`config.mk`:
```
export PLATFORM = sky130hd
export DESIGN_NAME = wb_arbiter_2m
export DESIGN_NICKNAME = d
export VERILOG_FILES = /design/src/rtl/wb_pkg.sv /design/src/rtl/wb_watchdog.sv /design/src/rtl/wb_arbiter_2m.sv
export SDC_FILE = /design/constraint.sdc
export NUM_CORES = 1
export LEC_CHECK = 0
export BUFFER_PORTS_ARGS = -buffer_cell sky130_fd_sc_hd__buf_2
export CORE_AREA = 2 2 125 127
export DETAILED_ROUTE_END_ITERATION = 10
export DIE_AREA = 0 0 127 129
export PLACE_DENSITY = 0.43
export SYNTH_ARGS = -nofsm -noshare
export SYNTH_HDL_FRONTEND = slang
export SYNTH_SLANG_ARGS = --single-unit
```
`constraint.sdc`:
```
create_clock -name clk_i -period 5.9 [get_ports clk_i]
set_input_delay 0.295 -clock clk_i [delete_from_list [all_inputs] [get_ports clk_i]]
set_output_delay 0.295 -clock clk_i [all_outputs]
set_load 0.01 [all_outputs]
```
`src/rtl/wb_pkg.sv`:
```
// Shared Wishbone definitions for the two-master arbiter: state encoding,
// request/response bundles and the arbitration decision.
package wb_pkg;

  localparam int unsigned WB_ADDR_W = 32;
  localparam int unsigned WB_DATA_W = 32;
  localparam int unsigned WB_SEL_W  = WB_DATA_W / 8;

  // Arbiter states; ABORT parks the bus after a watchdog abort until the owner lets go
  typedef enum logic [1:0] {
    IDLE  = 2'd0,
    GNT0  = 2'd1,
    GNT1  = 2'd2,
    ABORT = 2'd3
  } arb_state_e;

  typedef struct packed {
    logic                 cyc;
    logic                 stb;
    logic                 we;
    logic [WB_ADDR_W-1:0] adr;
    logic [WB_DATA_W-1:0] dat;
    logic [WB_SEL_W-1:0]  sel;
  } wb_req_t;

  typedef struct packed {
    logic [WB_DATA_W-1:0] dat;
    logic                 ack;
    logic                 err;
  } wb_rsp_t;

  // Picks the next owner from the two cyc lines; on a tie round-robin favours
  // the master that did not own the bus last, fixed priority favours master 0
  function automatic arb_state_e arbitrate(input logic cyc0, input logic cyc1,
                                           input logic last_grant, input logic fixed_pri);
    arb_state_e nxt;
    nxt = IDLE;
    if (cyc0 && cyc1) begin
      nxt = (fixed_pri || last_grant) ? GNT0 : GNT1;
    end else if (cyc0) begin
      nxt = GNT0;
    end else if (cyc1) begin
      nxt = GNT1;
    end
    return nxt;
  endfunction

endpackage

```
`src/rtl/wb_watchdog.sv`:
```
// Bus-cycle watchdog: counts stalled strobe cycles and fires a one-cycle pulse
// when the slave has been silent for TIMEOUT_CYCLES cycles. TIMEOUT_CYCLES = 0
// disables it entirely.
module wb_watchdog #(
  parameter int TIMEOUT_CYCLES = 255,
  parameter int TO_WIDTH       = $clog2(TIMEOUT_CYCLES + 1)
) (
  input  logic clk_i,
  input  logic rst_ni,
  input  logic active_i,
  input  logic enable_i,
  input  logic clear_i,
  output logic fire_o
);

  // A disabled watchdog can ask for a zero-width counter; keep at least one bit
  localparam int            CW       = (TO_WIDTH < 1) ? 1 : TO_WIDTH;
  localparam bit            ENABLED  = (TIMEOUT_CYCLES > 0);
  localparam logic [CW-1:0] LAST_CNT = ENABLED ? CW'(TIMEOUT_CYCLES - 1) : '0;

  logic [CW-1:0] cnt_q, cnt_d;

  assign fire_o = ENABLED && active_i && enable_i && (cnt_q == LAST_CNT);

  // Next count: cleared on termination, on firing or when no cycle is owned
  always_comb begin
    cnt_d = cnt_q;
    if (!ENABLED || !active_i || clear_i || fire_o) begin
      cnt_d = '0;
    end else if (enable_i) begin
      cnt_d = cnt_q + CW'(1);
    end
  end

  // Counter register
  always_ff @(posedge clk_i or negedge rst_ni) begin
    if (!rst_ni) begin
      cnt_q <= '0;
    end else begin
      cnt_q <= cnt_d;
    end
  end

endmodule

```
`src/rtl/wb_arbiter_2m.sv`:
```
// Two-master, one-slave Wishbone arbiter. Master 0 is the load/store unit,
// master 1 is instruction fetch. Ownership lasts a whole cyc period; a
// watchdog aborts cycles the slave never terminates.
module wb_arbiter_2m
  import wb_pkg::*;
#(
  parameter int ADDR_WIDTH     = 32,
  parameter int DATA_WIDTH     = 32,
  parameter int FIXED_PRIORITY = 0,
  parameter int TIMEOUT_CYCLES = 255,
  parameter int TO_WIDTH       = $clog2(TIMEOUT_CYCLES + 1)
) (
  input  logic                    clk_i,
  input  logic                    rst_ni,
  input  logic                    m0_cyc_i,
  input  logic                    m0_stb_i,
  input  logic                    m0_we_i,
  input  logic [ADDR_WIDTH-1:0]   m0_adr_i,
  input  logic [DATA_WIDTH-1:0]   m0_dat_i,
  input  logic [DATA_WIDTH/8-1:0] m0_sel_i,
  output logic [DATA_WIDTH-1:0]   m0_dat_o,
  output logic                    m0_ack_o,
  output logic                    m0_err_o,
  input  logic                    m1_cyc_i,
  input  logic                    m1_stb_i,
  input  logic                    m1_we_i,
  input  logic [ADDR_WIDTH-1:0]   m1_adr_i,
  input  logic [DATA_WIDTH-1:0]   m1_dat_i,
  input  logic [DATA_WIDTH/8-1:0] m1_sel_i,
  output logic [DATA_WIDTH-1:0]   m1_dat_o,
  output logic                    m1_ack_o,
  output logic                    m1_err_o,
  output logic                    s_cyc_o,
  output logic                    s_stb_o,
  output logic                    s_we_o,
  output logic [ADDR_WIDTH-1:0]   s_adr_o,
  output logic [DATA_WIDTH-1:0]   s_dat_o,
  output logic [DATA_WIDTH/8-1:0] s_sel_o,
  input  logic [DATA_WIDTH-1:0]   s_dat_i,
  input  logic                    s_ack_i,
  input  logic                    s_err_i,
  output logic [1:0]              grant_o,
  output logic                    timeout_o
);

  localparam logic FIXED_PRI = (FIXED_PRIORITY != 0);

  arb_state_e state_q, state_d;
  logic       last_grant_q, last_grant_d;
  logic       own_cyc;
  logic       in_gnt;
  logic       wd_fire;

  // In ABORT the aborted owner is still remembered by last_grant
  assign own_cyc = ((state_q == GNT1) || ((state_q == ABORT) && last_grant_q)) ? m1_cyc_i : m0_cyc_i;
  assign in_gnt  = (state_q == GNT0) || (state_q == GNT1);

  wb_watchdog #(
    .TIMEOUT_CYCLES (TIMEOUT_CYCLES),
    .TO_WIDTH       (TO_WIDTH)
  ) u_watchdog (
    .clk_i    (clk_i),
    .rst_ni   (rst_ni),
    .active_i (in_gnt),
    .enable_i (s_stb_o & ~s_ack_i & ~s_err_i),
    .clear_i  (s_ack_i | s_err_i | ~own_cyc),
    .fire_o   (wd_fire)
  );

  // Next owner: re-arbitrate only once the current owner has dropped cyc
  always_comb begin
    state_d = state_q;
    unique case (state_q)
      IDLE: state_d = arbitrate(m0_cyc_i, m1_cyc_i, last_grant_q, FIXED_PRI);
      GNT0, GNT1: begin
        if (!own_cyc) begin
          state_d = arbitrate(m0_cyc_i, m1_cyc_i, last_grant_q, FIXED_PRI);
        end else if (wd_fire) begin
          state_d = ABORT;
        end
      end
      ABORT: begin
        if (!own_cyc) begin
          state_d = arbitrate(m0_cyc_i, m1_cyc_i, last_grant_q, FIXED_PRI);
        end
      end
      default: state_d = IDLE;
    endcase

    last_grant_d = last_grant_q;
    if (state_d == GNT0) begin
      last_grant_d = 1'b0;
    end else if (state_d == GNT1) begin
      last_grant_d = 1'b1;
    end
  end

  // State and fairness registers; master 0 wins the first tie after reset
  always_ff @(posedge clk_i or negedge rst_ni) begin
    if (!rst_ni) begin
      state_q      <= IDLE;
      last_grant_q <= 1'b1;
    end else begin
      state_q      <= state_d;
      last_grant_q <= last_grant_d;
    end
  end

  // Bus mux: the owner drives the slave, everything is zero when nobody owns it
  always_comb begin
    s_cyc_o   = 1'b0;
    s_stb_o   = 1'b0;
    s_we_o    = 1'b0;
    s_adr_o   = '0;
    s_dat_o   = '0;
    s_sel_o   = '0;
    m0_ack_o  = 1'b0;
    m0_err_o  = 1'b0;
    m1_ack_o  = 1'b0;
    m1_err_o  = 1'b0;
    grant_o   = 2'b00;
    unique case (state_q)
      GNT0: begin
        s_cyc_o  = m0_cyc_i;
        s_stb_o  = m0_cyc_i & m0_stb_i;
        s_we_o   = m0_we_i;
        s_adr_o  = m0_adr_i;
        s_dat_o  = m0_dat_i;
        s_sel_o  = m0_sel_i;
        m0_ack_o = s_ack_i;
        m0_err_o = s_err_i | wd_fire;
        grant_o  = 2'b01;
      end
      GNT1: begin
        s_cyc_o  = m1_cyc_i;
        s_stb_o  = m1_cyc_i & m1_stb_i;
        s_we_o   = m1_we_i;
        s_adr_o  = m1_adr_i;
        s_dat_o  = m1_dat_i;
        s_sel_o  = m1_sel_i;
        m1_ack_o = s_ack_i;
        m1_err_o = s_err_i | wd_fire;
        grant_o  = 2'b10;
      end
      default: begin
        grant_o = 2'b00;
      end
    endcase
  end

  assign timeout_o = wd_fire;
  assign m0_dat_o  = s_dat_i;
  assign m1_dat_o  = s_dat_i;

endmodule

```
## After elaboration in Yosys (flattened, before gate mapping)

Cells that the tools add are included.

| storage, ports and cells | value |
|---|---|
| flip-flop bits (word level) | 11 |
| latch bits | 0 |
| memory bits (writable) | 0 |
| bits in read-only memories | 0 |
| input port bits | 178 |
| output and inout port bits | 142 |
| logic and storage cells | 57 |
| memories kept | 0 |

| cells by class | value |
|---|---|
| add/subtract/negate cells | 1 |
| multiply operators | 0 |
| divide/modulo/power cells | 0 |
| order comparisons | 0 |
| eq/ne operators | 6 |
| shifts and indexed selects | 0 |
| muxes and demuxes | 24 |
| bitwise operators | 10 |
| reductions and logical operators | 13 |

Operators with widths:

| cell | count |
|---|---|
| 32-bit one-hot mux with 2 select lines | 2 |
| 8-bit 2-to-1 mux | 2 |
| 2-bit 2-to-1 mux | 7 |
| 8-bit by 1-bit adder with 8-bit output (second input constant) | 1 |
| 8-bit equality test (second input constant) | 1 |
| 4-bit one-hot mux with 2 select lines | 1 |
| 1-bit 2-to-1 mux | 7 |
| 2-bit equality test (second input constant) | 3 |
| 1-bit one-hot mux with 2 select lines | 3 |
| 2-bit one-hot mux with 3 select lines | 1 |
| 1-bit AND | 4 |
| 2-bit by 1-bit equality test with 1-bit output (second input constant) | 2 |
| 1-bit logical AND | 4 |
| 1-bit logical OR | 4 |
| 2-bit one-hot mux with 2 select lines | 1 |
| 2-bit nonzero test | 2 |
| 1-bit inverter | 3 |
| 1-bit bitwise OR | 3 |
| 2-bit zero test | 1 |
| 2-bit OR reduction | 1 |
| 1-bit zero test | 1 |

## Depth between registers and ports, before layout

Gate-level depths: netlist of run 1.

| logic depth | value |
|---|---|
| depth after elaboration | 12 |
| mapped depth | 9 |
| depth with buffers taken out | 8 |

## Modules after synthesis

Synthesis of run 1 repeated with hierarchy kept, for this count alone.

| second synthesis, totals | value |
|---|---|
| cells, all modules | 317 |
| area, all modules | 2403.6 um^2 |

By module, submodules not included:

| module | times used | cells an instance | area each (um^2) | seq. area each (um^2) |
|---|---|---|---|---|
| wb_arbiter_2m | 1 | 270 | 1930.6 | 76.3 |
| wb_watchdog | 1 | 47 | 473.0 | 200.2 |

## Least setup slack after synthesis of run 1

No wires, ideal clock.

| timing path | value |
|---|---|
| kind | register -> register |
| from | register state_q[0] |
| to | register last_grant_q |
| setup time | 0.075 ns |
| arrival time | 2.356 ns |
| data required time | 5.825 ns |
| slack | 3.469 ns |
| stages on the path, launching flop included | 10 |
| path buffers | 1 |
| clock period less this slack | 2.431 ns |
| path through | dfrtp_1 > inv_1 > ha_1 > or3b_1 > buf_6 > a2111oi_4 > nor2_2 > o2bb2ai_1 > ha_1 > mux2i_1 |

| between the ends | value |
|---|---|
| cells in the longest elaborated chain, start to end | 11 |
| elaborated cells between the ends (all ways) | 22 |
| those cells by class | eq/ne (5); mux (7); bitwise (2); reduce/logical (8) |

Ends and longest elaborated chain:

| element | line | RTL |
|---|---|---|
| from (decl) | wb_arbiter_2m.sv:48 | `arb_state_e state_q, state_d;` |
| from (signal assigned) | wb_arbiter_2m.sv:104 | `state_q <= state_d;` |
| 2-bit equality test / 2-bit by 1-bit equality test with 1-bit output (equally long branches) | wb_arbiter_2m.sv:56, wb_arbiter_2m.sv:122 |  |
| 1-bit one-hot mux with 2 select lines | wb_arbiter_2m.sv:122 | `unique case (state_q)` |
| 1-bit AND (2 in a row) | wb_arbiter_2m.sv:65 | `.enable_i (s_stb_o & ~s_ack_i & ~s_err_i),` |
| 1-bit logical AND (*) (2 in a row) | wb_watchdog.sv:23 | `assign fire_o = ENABLED && active_i && enable_i && (cnt_q == LAST_CNT);` |
| named net timeout_o | wb_arbiter_2m.sv:43 | `output logic timeout_o` |
| 2-bit 2-to-1 mux (*) | wb_arbiter_2m.sv:78 | `end else if (wd_fire) begin` |
| 2-bit 2-to-1 mux (*) | wb_arbiter_2m.sv:76 | `if (!own_cyc) begin` |
| 2-bit one-hot mux with 3 select lines (*) | wb_arbiter_2m.sv:73 | `unique case (state_q)` |
| 2-bit by 1-bit equality test with 1-bit output / 2-bit equality test (equally long branches) | wb_arbiter_2m.sv:91, wb_arbiter_2m.sv:93 |  |
| 1-bit 2-to-1 mux / 2-bit nonzero test (equally long branches) | n/a |  |
| to (signal assigned) | wb_arbiter_2m.sv:105 | `last_grant_q <= last_grant_d;` |
| to (decl) | wb_arbiter_2m.sv:49 | `logic last_grant_q, last_grant_d;` |

Mark *: on every way through the listed nets, which the timed path passes. The rest lies on a longest branch.
A chain may end at the register's enable or synchronous reset.

## Worst setup path after layout of run 1

| timing path | value |
|---|---|
| from | register state_q[1] |
| to | output port m0_err_o |

| between the ends | value |
|---|---|
| cells in the longest elaborated chain, start to end | 8 |
| elaborated cells between the ends (all ways) | 10 |
| those cells by class | eq/ne (2); mux (2); bitwise (3); reduce/logical (3) |

Ends and longest elaborated chain:

| element | line | RTL |
|---|---|---|
| 2-bit equality test / 2-bit by 1-bit equality test with 1-bit output (equally long branches) | wb_arbiter_2m.sv:56, wb_arbiter_2m.sv:122 |  |
| 1-bit one-hot mux with 2 select lines | wb_arbiter_2m.sv:122 |  |
| 1-bit AND (2 in a row) | wb_arbiter_2m.sv:65 |  |
| 1-bit logical AND (2 in a row) | wb_watchdog.sv:23 |  |
| 1-bit bitwise OR | wb_arbiter_2m.sv:131 | `m0_err_o = s_err_i \| wd_fire;` |
| 1-bit 2-to-1 mux (*) | wb_arbiter_2m.sv:122 |  |
| to (decl) | wb_arbiter_2m.sv:23 | `output logic m0_err_o,` |

Mark *: on every way between the ends. The rest lies on a longest branch, timed or not.

==> results.sh, run 1 <==
export IMPL_seq_area_um2=277
export IMPL_netlist_instances=313
export IMPL_via_count=2754
export IMPL_setup_viol=0
export IMPL_seq_area_frac_synth_pct=11.5
export IMPL_cp_required_ns=5.61
export IMPL_multi_input_area_um2=1500
export IMPL_fillerInstances=1710
export IMPL_final_cell_mix="223 x buf_2, 72 x nor2b_1, 70 x a22oi_1"
export IMPL_cts_buffer_depth=2
export IMPL_slowest_stage="ha_2"
export IMPL_min_period_ns=3.53
export IMPL_power_frac_comb_pct=83.8
export IMPL_maxCapViolCount=0
export IMPL_worstMarginPinSlew_ns=1.02
export IMPL_synth_compound_area_share_pct=30.0
export IMPL_grt_max_degree=75
export IMPL_slew_violations=0
export IMPL_row_count=45
export IMPL_antenna_found_initial=1
export IMPL_place_inst=636
export IMPL_synth_nets=500
export IMPL_leakage_nw=1.58
export IMPL_reg2regPathDepth=8
export IMPL_fp_dieW_um=127
export IMPL_cts_made_buffers=3
export IMPL_hold_class="in -> async"
export IMPL_whs_ns=0.459
export IMPL_end_kind="primary output"
export IMPL_wl_per_cell_um=14.6
export IMPL_grt_pass1_vias=2737
export IMPL_cts_max_level=1
export IMPL_cts_root_buf="clkbuf_16"
export IMPL_die_area_um2=16400
export IMPL_synthAdderAreaFrac_pct=4.70
export IMPL_pwr_share_seq_pct=7.3
export IMPL_ant_nets=0
export IMPL_yosys_area_share_simple_pct=24.3
export IMPL_crit_arrival_ns=3.24
export IMPL_synth_seq_cells=11
export IMPL_worstPathMaxFanout=74
export IMPL_clock_skew_final_ns=0.00119
export IMPL_synth_area_um2=2390
export IMPL_firstDrtPassIters=4
export IMPL_pin_count=320
export IMPL_ir_drop_v=0.000256
export IMPL_dp_hpwl_mm=7.66
export IMPL_max_freq_ghz=0.283
export IMPL_rsz0062_at_grt="false"
export IMPL_nets=641
export IMPL_grt_use_total_pct=10.2
export IMPL_core_area_um2=15000
export IMPL_area_delta_synth_final_pct=36.2
export IMPL_drt_iter0_markers=83
export IMPL_start_util_pct=16.0
export IMPL_insertion_delay_ns=0.23
export IMPL_period_share_pct=59.9
export IMPL_worstPathCellList="inv_1 -> ha_2 -> or3b_1 -> a2111oi_4 -> nor2_1 -> nor2b_1 -> buf_2"
export IMPL_start_kind="flop"
export IMPL_die_y_um=129
export IMPL_place_gp_congestion=0.815
export IMPL_layout_commonest_cell="buf_2"
export IMPL_postLayoutCoreUtil_pct=21.8
export IMPL_grt_pass1_wl_mm=13.8
export IMPL_portBuffers=223
export IMPL_worstReg2RegStart="state_q[1]$_DFF_PN0_"
export IMPL_synth_top_area_share_pct=21.9
export IMPL_synth_xor_area_share_pct=2.19
export IMPL_n_antenna_cell=0
export IMPL_yosys_area_top_type="a22oi_1"
export IMPL_power_density_nw_per_um2=419
export IMPL_p_sw_w=0.000683
export IMPL_p_total_w=0.00137
export IMPL_worst_r2r_setup_slack_ns=2.46
export IMPL_crit_start="state_q[1]$_DFF_PN0_"
export IMPL_maxSlewHeadroom_pct=32.3
export IMPL_clock_power_share_pct=8.9
export IMPL_routed_via_density=4.30
export IMPL_ctsResizeCount=0
export IMPL_drive_above_1_share_pct=52.8
export IMPL_clock_sinks=11
export IMPL_hold_viol=0
export IMPL_instances_no_fill=641
export IMPL_status="complete, no violations"
export IMPL_crit_type="reg -> out"
export IMPL_drc=0
export IMPL_switching_share_pct=49.9
export IMPL_avgSynthCellArea_um2=7.65
export IMPL_fin_setup_tns_ns=0
export IMPL_grt_overflow_total=0
export IMPL_p_int_w=0.000685
export IMPL_critPathMaxStageDelay_ns=1.02
export IMPL_drt_total_wl_mm=9.37
export IMPL_synth_warnings=0
export IMPL_synthTopCellsByArea="a22oi_1 22%, buf_4 20%, nor2b_1 19%"
export IMPL_clk_pin_slew_ns=0.04
export IMPL_ys_types=34
export IMPL_cts_tree="built"
export IMPL_synth_top_family_by_area="compound AO/OA/AOI/OAI gates"
export IMPL_synth_mux_area_fraction_pct=1.25
-- logic make-up (layout without fill, tap and decap cells) --
logic type	Yosys count	count (layout)
buffers and inverters	97	237
and+or+nand+nor	96	96
AOI/OAI and AO/OA	91	91
DFF	11	11
adders and majority gates	9	9
xor gates and xnor gates	6	6
muxes	3	3
-- area by class of cell --
type | count | share of cell area [%]
flip-flops and latches | 11 | 8.48
repair buffers | 226 | 35.0
inverters | 7 | 0.806
well taps | 188 | 7.21
clock buffers | 4 | 2.42
multi-input cells | 205 | 46.1
-- power groups by stage --
stage / Sequential [W] / Combinational (W) / Clock, W
floorplan: 0.0000975 / 0.000813 / 0
finish: 0.0000996 / 0.00115 / 0.000122
CTS: 0.0000998 / 0.00117 / 0.000124
detailed placement: 0.000101 / 0.00116 / 0
global placement: 0.0000992 / 0.00115 / 0
global route: 0.000101 / 0.00127 / 0.000130
-- critical path: cells and delay by family, from the launching register on --
kind                     cells  cell delay, ns
adder cells (fa/ha/maj)      1            1.02
AND/OR/NAND/NOR              3            0.82
AO/OA/AOI/OAI                1            0.48
flip-flops                   1            0.42
buffers and inverters        2            0.25
-- state kept, by name (all words and copies together) (netlist names) --
name,count
u_watchdog.cnt_q,8
last_grant_q,1
state_q,2
-- cell usage after synthesis --
master     instances
buf_4             64
a22oi_1           70
buf_6              2
a2bb2oi_1          3
nor3_1             1
a211oi_2           1
a2111oi_4          1
a211oi_1           5
or3_1              1
a21boi_0           3
o21ai_0            1
and3b_1            1
o22ai_1            2
nand3_1            3
nand4_1            2
a21oi_1            2
buf_1             12
nand2_1            1
buf_2              2
nor2_1             9
dfstp_2            1
clkbuf_1          10
a2111oi_2          2
and2_1             2
nor2_2             1
mux2i_1            3
or3b_1             1
o2bb2ai_1          1
inv_1              7
nand3_2            2
xnor2_1            6
nor2b_1           72
dfrtp_1           10
ha_1               9
-- final timing paths --
kind                                             to
max                                        m0_err_o
min                            state_q[0]$_DFF_PN0_
max reg2reg                last_grant_q$_DFFE_PN1P_
min reg2reg                last_grant_q$_DFFE_PN1P_
max in group asynchronous  last_grant_q$_DFFE_PN1P_
min in group clk_i             state_q[0]$_DFF_PN0_
-- stage by stage --
stage | instance area [um2] | setup slack [ns]
2_1_floorplan | 2390 | 3.47
3_3_place_gp | 3170 | 2.53
3_5_place_dp | 3170 | 2.40
4_1_cts | 3260 | 2.32
5_1_grt | 3260 | 2.02
6_report | 3260 | 2.37
-- routing by layer --
metal | vias up | global-route usage (%) | part of all wire, %
li1 | 1324 | - | -
met3 | 15 | 1.87 | 7.3
met2 | 136 | 19.7 | 51
met1 | 1279 | 12.1 | 41
met5 | - | 0 | 0
met4 | 0 | 1.49 | 0.61
-- what timing repair did --
action	in CTS	in global routing
hold endpoints to repair	10	0
setup buffers	0	0
hold buffers	1	0
Power figures use the tool's default switching activity.
==> run 2: changes to the inputs <==
Settings changed: CORE_AREA 2 2 125 127 to 2 2 123 125, DIE_AREA 0 0 127 129 to 0 0 125 127, PLACE_DENSITY 0.43 to 0.44.
Clock period 5.9 ns to 3.31 ns, I/O delays scaled along.
==> run 2 against run 1 <==
  * Core utilization increased by 0.90 points
  * Register-to-register slack got worse by 1.8 ns
  * Design area increased by 0.31%
  * Sequential cell count unchanged
  * Via count increased by 0.25%
  * Sequential power increased by 78%
  * First-iteration DRC count decreased by 8.4%
  * Total power increased by 78%
  * Clock skew increased by 0.0021 ns
==> results.sh, run 2 (synthesis results as in run 1) <==
export IMPL_via_count=2761
export IMPL_ctsResizeCount=0
export IMPL_status="complete, no violations"
export IMPL_ir_drop_v=0.000525
export IMPL_cts_max_level=1
export IMPL_clock_sinks=11
export IMPL_drive_above_1_share_pct=53.0
export IMPL_worstPathMaxFanout=9
export IMPL_die_y_um=127
export IMPL_worst_r2r_setup_slack_ns=0.68
export IMPL_instances_no_fill=639
export IMPL_cp_num_buf_inv=1
export IMPL_portBuffers=223
export IMPL_worstMarginPinSlew_ns=0.746
export IMPL_slowest_stage="or3b_1"
export IMPL_place_gp_congestion=0.794
export IMPL_grt_overflow_total=0
export IMPL_drt_iter0_markers=76
export IMPL_crit_arrival_ns=2.80
export IMPL_end_kind="flop"
export IMPL_die_area_um2=15900
export IMPL_largest_reg_flops=8
export IMPL_leakage_nw=1.59
export IMPL_reg_top3="u_watchdog.cnt_q x8, state_q x2, last_grant_q x1"
export IMPL_place_inst=634
export IMPL_drc=0
export IMPL_wl_per_cell_um=14.3
export IMPL_fin_setup_tns_ns=0
export IMPL_clock_skew_final_ns=0.00331
export IMPL_area_delta_synth_final_pct=36.6
export IMPL_insertion_delay_ns=0.24
export IMPL_finalWorstSetupSlack_ns=0.680
export IMPL_ant_nets=0
export IMPL_firstDrtPassIters=4
export IMPL_cts_tree="built"
export IMPL_dp_hpwl_mm=7.48
export IMPL_cp_required_ns=3.48
export IMPL_n_antenna_cell=0
export IMPL_rsz0062_at_grt="false"
export IMPL_layout_commonest_cell="buf_2"
export IMPL_routed_via_density=4.32
export IMPL_period_share_pct=79.5
export IMPL_clk_pin_slew_ns=0.04
export IMPL_core_area_um2=14400
export IMPL_drt_total_wl_mm=9.16
export IMPL_regMostFlops="u_watchdog.cnt_q"
export IMPL_fp_dieW_um=125
export IMPL_cts_buffer_depth=2
export IMPL_final_cell_mix="223 x buf_2, 72 x nor2b_1, 70 x a22oi_1"
export IMPL_worstPathCellList="inv_1 -> ha_2 -> or3b_1 -> a2111oi_4 -> nor2_2 -> o2bb2ai_1 -> ha_1 -> mux2i_1"
export IMPL_grt_pass1_vias=2724
export IMPL_start_util_pct=16.6
export IMPL_grt_use_total_pct=10.3
export IMPL_slew_violations=0
export IMPL_min_period_ns=2.63
export IMPL_antenna_found_initial=0
export IMPL_whs_ns=0.331
export IMPL_grt_max_degree=74
export IMPL_max_freq_ghz=0.380
export IMPL_hold_viol=0
export IMPL_maxCapViolCount=0
export IMPL_critPathMaxStageDelay_ns=0.52
export IMPL_hold_class="in -> async"
export IMPL_nets=643
export IMPL_cts_made_buffers=3
export IMPL_setup_viol=0
export IMPL_pin_count=320
export IMPL_power_density_nw_per_um2=745
export IMPL_crit_family="adder cells"
export IMPL_cts_root_buf="clkbuf_16"
export IMPL_grt_pass1_wl_mm=13.7
export IMPL_start_kind="flop"
export IMPL_crit_type="reg -> reg"
export IMPL_maxSlewHeadroom_pct=50.3
export IMPL_pre_cts_ws_ns=0.674
export IMPL_row_count=44
==> run 2: cell count changes in the layout (fill, tap and decap cells not counted) <==
| cell | previous run | this run |
|---|---|---|
| buf_4 | 2 | 4 |
==> run 2: metal layers <==
layer / GRT usage (%) / wire length [um] / up-vias / share of wire [%]
met1: 12.1 / 3590 / 1266 / 39
met4: 1.31 / 30 / 0 / 0.33
li1: - / - / 1325 / -
met3: 2.30 / 756 / 5 / 8.3
met2: 19.9 / 4780 / 165 / 52
met5: 0 / 0 / - / 0
==> run 2: power breakdown <==
| group | internal (W) | leakage, nW | switching, W | total, W |
|---|---|---|---|---|
| combinational | 0.000898 | 1.41 | 0.00114 | 0.00204 |
| clock | 0.000162 | 0.0382 | 0.0000613 | 0.000223 |
| sequential | 0.000157 | 0.147 | 0.0000200 | 0.000177 |
| total | 0.00122 | 1.59 | 0.00122 | 0.00244 |
==> run 2: path summary, 6_finish.rpt <==
kind / from / to / cells after the start
min in group clk_i: s_dat_i[2] / m0_dat_o[2] / 0
min reg2reg: last_grant_q$_DFFE_PN1P_ / last_grant_q$_DFFE_PN1P_ / 2
min: rst_ni / u_watchdog.cnt_q[5]$_DFFE_PN0P_ / 2
max reg2reg: state_q[0]$_DFF_PN0_ / last_grant_q$_DFFE_PN1P_ / 8
max: state_q[0]$_DFF_PN0_ / last_grant_q$_DFFE_PN1P_ / 8
max in group asynchronous: rst_ni / last_grant_q$_DFFE_PN1P_ / 2
==> run 2: stage by stage <==
stage | util, % | total power (W) | area, um2
5_1_grt | 22.7 | 0.00269 | 3270
4_1_cts | 22.7 | 0.00249 | 3270
3_5_place_dp | 22.1 | 0.00225 | 3180
3_3_place_gp | 22.1 | 0.00222 | 3180
6_report | 22.7 | 0.00244 | 3270
2_1_floorplan | - | 0.00162 | 2390
==> run 2: final cells by class <==
class / instances / area, um2
inverter: 7 / 26.3
clock buffer: 4 / 78.8
tap: 184 / 230
sequential: 11 / 277
multi-input combinational: 205 / 1500
timing repair buffer: 228 / 1160
fill: 1644 / 11200
==> run 2: worst reg2reg max path, stage by stage (launching register included) <==
cell	delay, ns
dfrtp_1	0.42
inv_1	0.11
ha_2	0.34
or3b_1	0.52
a2111oi_4	0.47
nor2_2	0.10
o2bb2ai_1	0.15
ha_1	0.29
mux2i_1	0.17
==> run 2: what timing repair did <==
action | in CTS | in global routing
hold endpoints to repair | 10 | 0
endpoints found under the setup margin | 0 | 0
hold buffers | 1 | 0
setup buffers | 0 | 0
